[src/rtl/dmi_arbiter.sv]
// dmi_arbiter: round-robin share of one DMI req/resp channel among NumReq requesters (req_i/req_valid_i/req_ready_o, resp_o/resp_valid_o/resp_ready_i upstream; dmi_req_*/dmi_resp_* downstream)
module dmi_arbiter #(
  parameter int NumReq = 2
) (
  input  logic                   clk_i,
  input  logic                   rst_ni,
  input  logic [NumReq-1:0][40:0] req_i,
  input  logic [NumReq-1:0]      req_valid_i,
  output logic [NumReq-1:0]      req_ready_o,
  output logic [33:0]            resp_o,
  output logic [NumReq-1:0]      resp_valid_o,
  input  logic [NumReq-1:0]      resp_ready_i,
  output logic [40:0]            dmi_req_o,
  output logic                   dmi_req_valid_o,
  input  logic                   dmi_req_ready_i,
  input  logic [33:0]            dmi_resp_i,
  input  logic                   dmi_resp_valid_i,
  output logic                   dmi_resp_ready_o
);
  localparam int W = NumReq > 1 ? $clog2(NumReq) : 1;
  localparam int P = 2 ** W;
  typedef enum logic [1:0] {IDLE, REQ, RESP} state_e;
  state_e st_q;
  logic [W-1:0] grant_q, rr_q, sel, cand;
  logic [W:0] sum;
  logic [40:0] req_q, req_sel;
  logic [P-1:0] valid_pad, rready_pad;
  logic hit, resp_done;
  assign valid_pad = P'(req_valid_i);
  assign rready_pad = P'(resp_ready_i);
  always_comb begin
    hit = 1'b0;
    sel = '0;
    sum = '0;
    cand = '0;
    for (int k = NumReq - 1; k >= 0; k--) begin
      sum = {1'b0, rr_q} + (W+1)'(k);
      cand = sum >= (W+1)'(NumReq) ? W'(sum - (W+1)'(NumReq)) : sum[W-1:0];
      if (valid_pad[cand]) begin
        hit = 1'b1;
        sel = cand;
      end
    end
  end
  always_comb begin
    req_sel = '0;
    req_ready_o = '0;
    resp_valid_o = '0;
    for (int i = 0; i < NumReq; i++) begin
      req_sel = sel == W'(i) ? req_i[i] : req_sel;
      req_ready_o[i] = rst_ni && st_q == IDLE && hit && sel == W'(i);
      resp_valid_o[i] = st_q == RESP && grant_q == W'(i) && dmi_resp_valid_i;
    end
  end
  assign dmi_req_valid_o = st_q == REQ;
  assign dmi_req_o = dmi_req_valid_o ? req_q : '0;
  assign resp_o = st_q == RESP ? dmi_resp_i : '0;
  assign dmi_resp_ready_o = st_q == RESP && rready_pad[grant_q];
  assign resp_done = dmi_resp_valid_i && dmi_resp_ready_o;
  always_ff @(posedge clk_i or negedge rst_ni) begin
    if (!rst_ni) begin
      st_q <= IDLE;
      grant_q <= '0;
      rr_q <= '0;
      req_q <= '0;
    end else begin
      case (st_q)
        IDLE: if (hit) begin
          st_q <= REQ;
          req_q <= req_sel;
          grant_q <= sel;
        end
        REQ: if (dmi_req_ready_i) st_q <= RESP;
        RESP: if (resp_done) begin
          st_q <= IDLE;
          rr_q <= grant_q == W'(NumReq - 1) ? '0 : grant_q + W'(1);
        end
        default: st_q <= IDLE;
      endcase
    end
  end
endmodule

[config.mk]
export PLATFORM = sky130hd
export DESIGN_NAME = dmi_arbiter
export DESIGN_NICKNAME = d
export VERILOG_FILES = /design/src/rtl/dmi_arbiter.sv
export SDC_FILE = /design/constraint.sdc
export NUM_CORES = 1
export LEC_CHECK = 0
export CAP_MARGIN = 20
export CORE_MARGIN = 3
export CORE_UTILIZATION = 25
export CTS_BUF_LIST = sky130_fd_sc_hd__clkbuf_16
export CTS_CLUSTER_DIAMETER = 80
export DETAILED_ROUTE_END_ITERATION = 10
export PLACE_DENSITY_LB_ADDON = 0.25
export SLEW_MARGIN = 20
export SYNTH_ARGS = -nofsm -noshare
export SYNTH_HDL_FRONTEND = slang
export SYNTH_SLANG_ARGS = --single-unit
[constraint.sdc]
create_clock -name clk_i -period 1.9 [get_ports clk_i]
set_input_delay 0.285 -clock clk_i [delete_from_list [all_inputs] [get_ports clk_i]]
set_output_delay 0.285 -clock clk_i [all_outputs]
set_load 0.03 [all_outputs]
== Word-level counts from Yosys, hierarchy flattened ==
Cells that the tools add are included.
Word-level totals
  register bits after elaboration: 45
  input port bits: 124
  output and inout bits: 81
  word-level logic and storage cells: 54
Cells by class
  add/sub/neg operators: 4
  magnitude comparators: 5
  equality and inequality tests: 5
  muxes and demuxes: 20
  bitwise gates (word level): 2
  reduce and logical (&&, ||, !) cells: 14
Operator list (count)
  $mux W41: 2
  $mux W34: 1
  $mux W1: 13
  $logic_and A1 B1 Y1: 10
  $lt A1 B2 Y1 const B: 3
  $mux W2: 3
  $pmux W2 S3: 1
  $ne A2 B2 Y1 const B: 2
  $reduce_and A2 Y1: 2
  $reduce_and A3 Y1: 1
  $add A1 B1 Y2 const B: 1
  $eq A2 B1 Y1 const B: 1
  $eq A2 B2 Y1 const B: 1
  $ge A1 B2 Y1 const B: 1
  $ge A2 B2 Y1 const B: 1
  $logic_not A2 Y1: 1
  $ne A2 B1 Y1 const B: 1
  $not A1 Y1: 2
  $sub A1 B1 Y1 const B: 2
  $add A1 B1 Y1 const B: 1

== Logic depth before layout (Yosys ltp) ==
  depth after elaboration: 9
  depth in mapped cells: 7
  depth with buffers taken out: 3

== Worst setup path before layout ==
OpenSTA, ideal clock, no wires.
  path type: reg-to-output
  start: register st_q[1]
  end: output port req_ready_o[0]
  arrival time: 1583 ps
  required time: 1615 ps
  path slack: 32 ps
  stages on the path, launching flop included: 4
  buffers on the path: 0
  cell sequence: dfrtp_1 -> nor2_1 -> nand2_1 -> nor3b_1
Between the ends
  longest elaborated chain between the ends: 4
Ends and longest elaborated chain
  start, declared: line 23  | state_e st_q;
  start signal, assigned: line 62  | st_q <= IDLE;
  start signal, assigned: line 69  | st_q <= REQ;
  start signal, assigned: line 73  | REQ: if (dmi_req_ready_i) st_q <= RESP;
  $logic_not A2 Y1: line 51  | req_ready_o[i] = rst_ni && st_q == IDLE && hit && sel == W'(i);
  $logic_and A1 B1 Y1 (3 in a row): line 51
  end, declared: line 9  | output logic [NumReq-1:0] req_ready_o,
Every way passes these cells.

== Worst setup path in the final report ==
  start: input port req_valid_i[0]
  end: output port req_ready_o[0]
Between the ends
  longest elaborated chain between the ends: 6
  elaborated cells between the ends (all ways): 11
  those cells by class: mux (8); bitwise (1); reduce/logical (2)
Ends and longest elaborated chain
  start, declared: line 8  | input logic [NumReq-1:0] req_valid_i,
  $mux W1 (implied by the code) (2 in a row): line 39  | if (valid_pad[cand]) begin
  $mux W1 (2 in a row): line 39
  $logic_and A1 B1 Y1 / $not A1 Y1 (equally long branches): line 51
  $logic_and A1 B1 Y1 *: line 51
Every way passes the cells marked *; elsewhere a longest branch is shown, timed or not. The select of a mux whose other input is x is not followed.

==> Implementation_results.wiki <==
{| class="wikitable"
! Metric !! Value
|-
| Cell Count Post-Placement || between 600 and 700
|-
| Proportion of synthesized chip area in sequential cells || 36.7%
|-
| Routability congestion estimate || 0.852
|-
| Kind of start point of the critical path || input pin
|-
| Clock insertion delay at the later pin of the skew report || 0.28 ns
|-
| Arrival time at the worst endpoint || 1.53 ns
|-
| Routed via count divided by cell count || 4.85
|-
| Pin slew with the least headroom to its limit || 0.706 ns
|-
| Worst min-delay path category || in2reg
|-
| Static leakage power || 2.12 nW
|-
| Maximum number of buffers from clock root to sink || 2
|-
| Aggregate negative setup slack || 0 ns
|-
| Wire length of the first global-routing pass || approximately 17000 um
|-
| Pin count of the biggest net entering global routing || 42
|-
| Core footprint || 11700 um^2
|-
| Count of port buffers added during placement || a little over 200
|-
| GRT met3 Usage || 2.64%
|-
| Warnings, synthesis || 0
|-
| TritonCTS Buffers || 5
|-
| Final Max Slew Viols || 0
|-
| Crit. End Element || output port
|-
| Final net count || roughly 660
|-
| Final hold violations || 0
|-
| ANT cells || 0
|-
| Ports placed on the boundary || 205
|-
| Top achievable clock speed || 552 MHz
|-
| Minimum clock period || 1.81 ns
|-
| Share of the core filled with cells in the final layout || 44.8%
|-
| Die width || ~120 um
|-
| DRC violations left || 0
|-
| Met2 usage in global routing || 28.4%
|-
| Ratio of cells with drive above 1 in the final layout || 28.8%
|-
| Status || finished, final reports clean
|-
| Average detailed-routed wire length per instance || ~17 um
|-
| Post-synthesis area per instance || roughly 9 um^2
|-
| DP HPWL || 8750 um
|-
| Total power density per cell area || 1430 nW/um^2
|-
| Final wirelength || ~11000 um
|-
| Floorplan die area || 13600 um^2
|-
| GR Util All Layers || 16.0%
|-
| Worst vdd rail ir drop || 0.000631 V
|-
| Reg power frac || 22.8%
|-
| Starting utilization of the core area || 26.2%
|-
| Std-Cell Rows || 39
|-
| Final Cycle Share || between 90 and 100%
|-
| Area Overhead vs Synth || 71.2%
|-
| Count of vias placed by the detailed router || 3305
|-
| Post-Syn Nets || 473
|-
| Crit Path Category || in2out
|-
| Worst-path maximum fanout || 3
|-
| Initial antenna violation count || 1
|-
| Portion of total power attributed to combinational logic || 66.2%
|-
| Fin worst setup slack || between 0.08 and 0.09 ns
|-
| Clock power frac || 11.0%
|-
| CTS tree || yes
|-
| Cell Count, Final, Fillers Out || 681
|-
| Finished Cell Area || 5250 um^2
|-
| Sum of internal, switching and leakage power || 7.51 mW
|-
| Clock transition at the registers of the reported paths || 0.06 ns
|-
| Placed cell areas || between 5000 and 6000 um^2
|-
| Initial DRC Count || between 200 and 250
|-
| Minimum hold slack || 0.501 ns
|-
| Post-CTS Repair Setup Buffers || 0
|-
| Syn Std Cell Area || 3070 um^2
|-
| Synth cell types || 24
|-
| DIE HEIGHT || 117 um
|-
| Grt total ovfl || 0
|-
| Mapped Cells || 349
|-
| Switching power of the nets || 3.50 mW
|-
| Initial DRT Pass Iterations || 4
|-
| Depth of the CTS H-tree || 2
|-
| Required time of the critical path || 1.62 ns
|-
| Antenna Nets Post-Route || 0
|-
| Vias in the first global route || 3344
|-
| Root Buffer Master || clkbuf_16
|-
| Setup repair after global routing missed its margin || no
|-
| Headroom to the max-slew limit || 52.9%
|-
| Post-synthesis register bit count || 45
|-
| P_int || 4.01 mW
|-
| Sinks on Clock Net || 45
|-
| Max-capacitance violation count || 0
|-
| Placement-stage worst setup slack || -0.0489 ns
|-
| Final-report setup violation count || 0
|-
| Most utilized layer in the global route result || met2
|-
| Worst clock skew || 0.00605 ns
|-
| Share of total power consumed by net switching || 46.6%
|-
| Global-route met1 utilization || 20.9%
|}
-- cell families after synthesis --
family,Yosys count,share of synthesized area (%)
multiplexers,1,0.327
AO/OA/AOI/OAI,128,31.1
flip-flops,45,36.7
buffers and inverters,43,6.78
AND/OR/NAND/NOR,132,25.1
-- registers in the layout, summed over array words and instances (netlist names) --
| signal | flops |
|---|---|
| rr_q | 1 |
| req_q | 41 |
| st_q | 2 |
| grant_q | 1 |
-- metal layers --
metal  vias up  routed length, um  part of all wire, %
li1       1606                  -                    -
met5         -                 13                 0.11
met2       120               5730                   50
met3        12                627                  5.5
met1      1565               4910                   43
met4         2                114                  1.0
-- power by group through the flow --
| stage | combinational, mW | sequential, mW | clock (mW) |
|---|---|---|---|
| after floorplan | 3.28 | 1.62 | 0 |
| after global placement | 4.96 | 1.70 | 0 |
| after detailed placement | 5.03 | 1.72 | 0 |
| after CTS | 5.04 | 1.71 | 0.845 |
| after global routing | 5.35 | 1.77 | 0.878 |
| final | 4.98 | 1.71 | 0.823 |
-- critical path, cell delays in order --
cell and delay, ns:
clkdlybuf4s50_1 0.52, nor2b_2 0.21, nor2_1 0.09, nor3b_1 0.22, buf_4 0.20
-- layout by cell type, fill, tap and decap left out, types with 5 or more instances in the layout --
master | Yosys | final
a21oi_1 | 41 | 41
a31oi_2 | 40 | 40
and2_1 | 75 | 75
buf_12 | 0 | 6
buf_4 | 0 | 91
clkbuf_16 | 0 | 5
clkdlybuf4s50_1 | 0 | 121
dfrtp_1 | 45 | 44
nand3_1 | 41 | 41
o21ai_0 | 42 | 42
-- cell type report --
type,count,area (um^2)
clock inverter,3,12.5
sequential,45,1130
tap,143,179
multi-input combinational,261,1750
fill,1165,6460
clock buffer,5,125
timing repair buffer,222,2050
inverter,2,7.51
-- synth_stat cells, drive strengths merged --
| cell | number | area share, % |
|---|---|---|
| buf | 7 | 2.4 |
| o31ai | 1 | 0.24 |
| nor2b | 4 | 0.82 |
| nand3 | 41 | 6.7 |
| nor2 | 3 | 0.37 |
| nand3b | 1 | 0.24 |
| o21ai | 43 | 7.0 |
| a21oi | 41 | 6.7 |
| or2 | 1 | 0.20 |
| nand2 | 1 | 0.12 |
| nor3b | 1 | 0.24 |
| nand2b | 2 | 0.41 |
| inv | 2 | 0.24 |
| dfrtp | 45 | 37 |
| and3 | 2 | 0.41 |
| a22o | 2 | 0.57 |
| and2 | 76 | 16 |
| clkbuf | 34 | 4.2 |
| mux2i | 1 | 0.33 |
| a31oi | 41 | 17 |
-- worst paths after layout --
check / from / to / slack [ns] / depth (start not counted)
worst max register to register: st_q[1] / req_q[11] / 0.30 / 3
worst min register to register: req_q[40] / req_q[40] / 0.54 / 2
worst min-delay path: req_valid_i[1] / st_q[0] / 0.50 / 4
min in group asynchronous: rst_ni / st_q[0] / 0.58 / 3
worst max-delay path: req_valid_i[0] / req_ready_o[0] / 0.09 / 5
max in group asynchronous: rst_ni / req_q[12] / 0.99 / 3
-- repair_timing --
item | CTS | global route
endpoints found under the hold margin | 18 | 0
resized for setup | 0 | 3
hold buffers | 1 | 0
setup endpoints to repair | 0 | 8
Note: power is estimated with default switching activity, not from simulation.
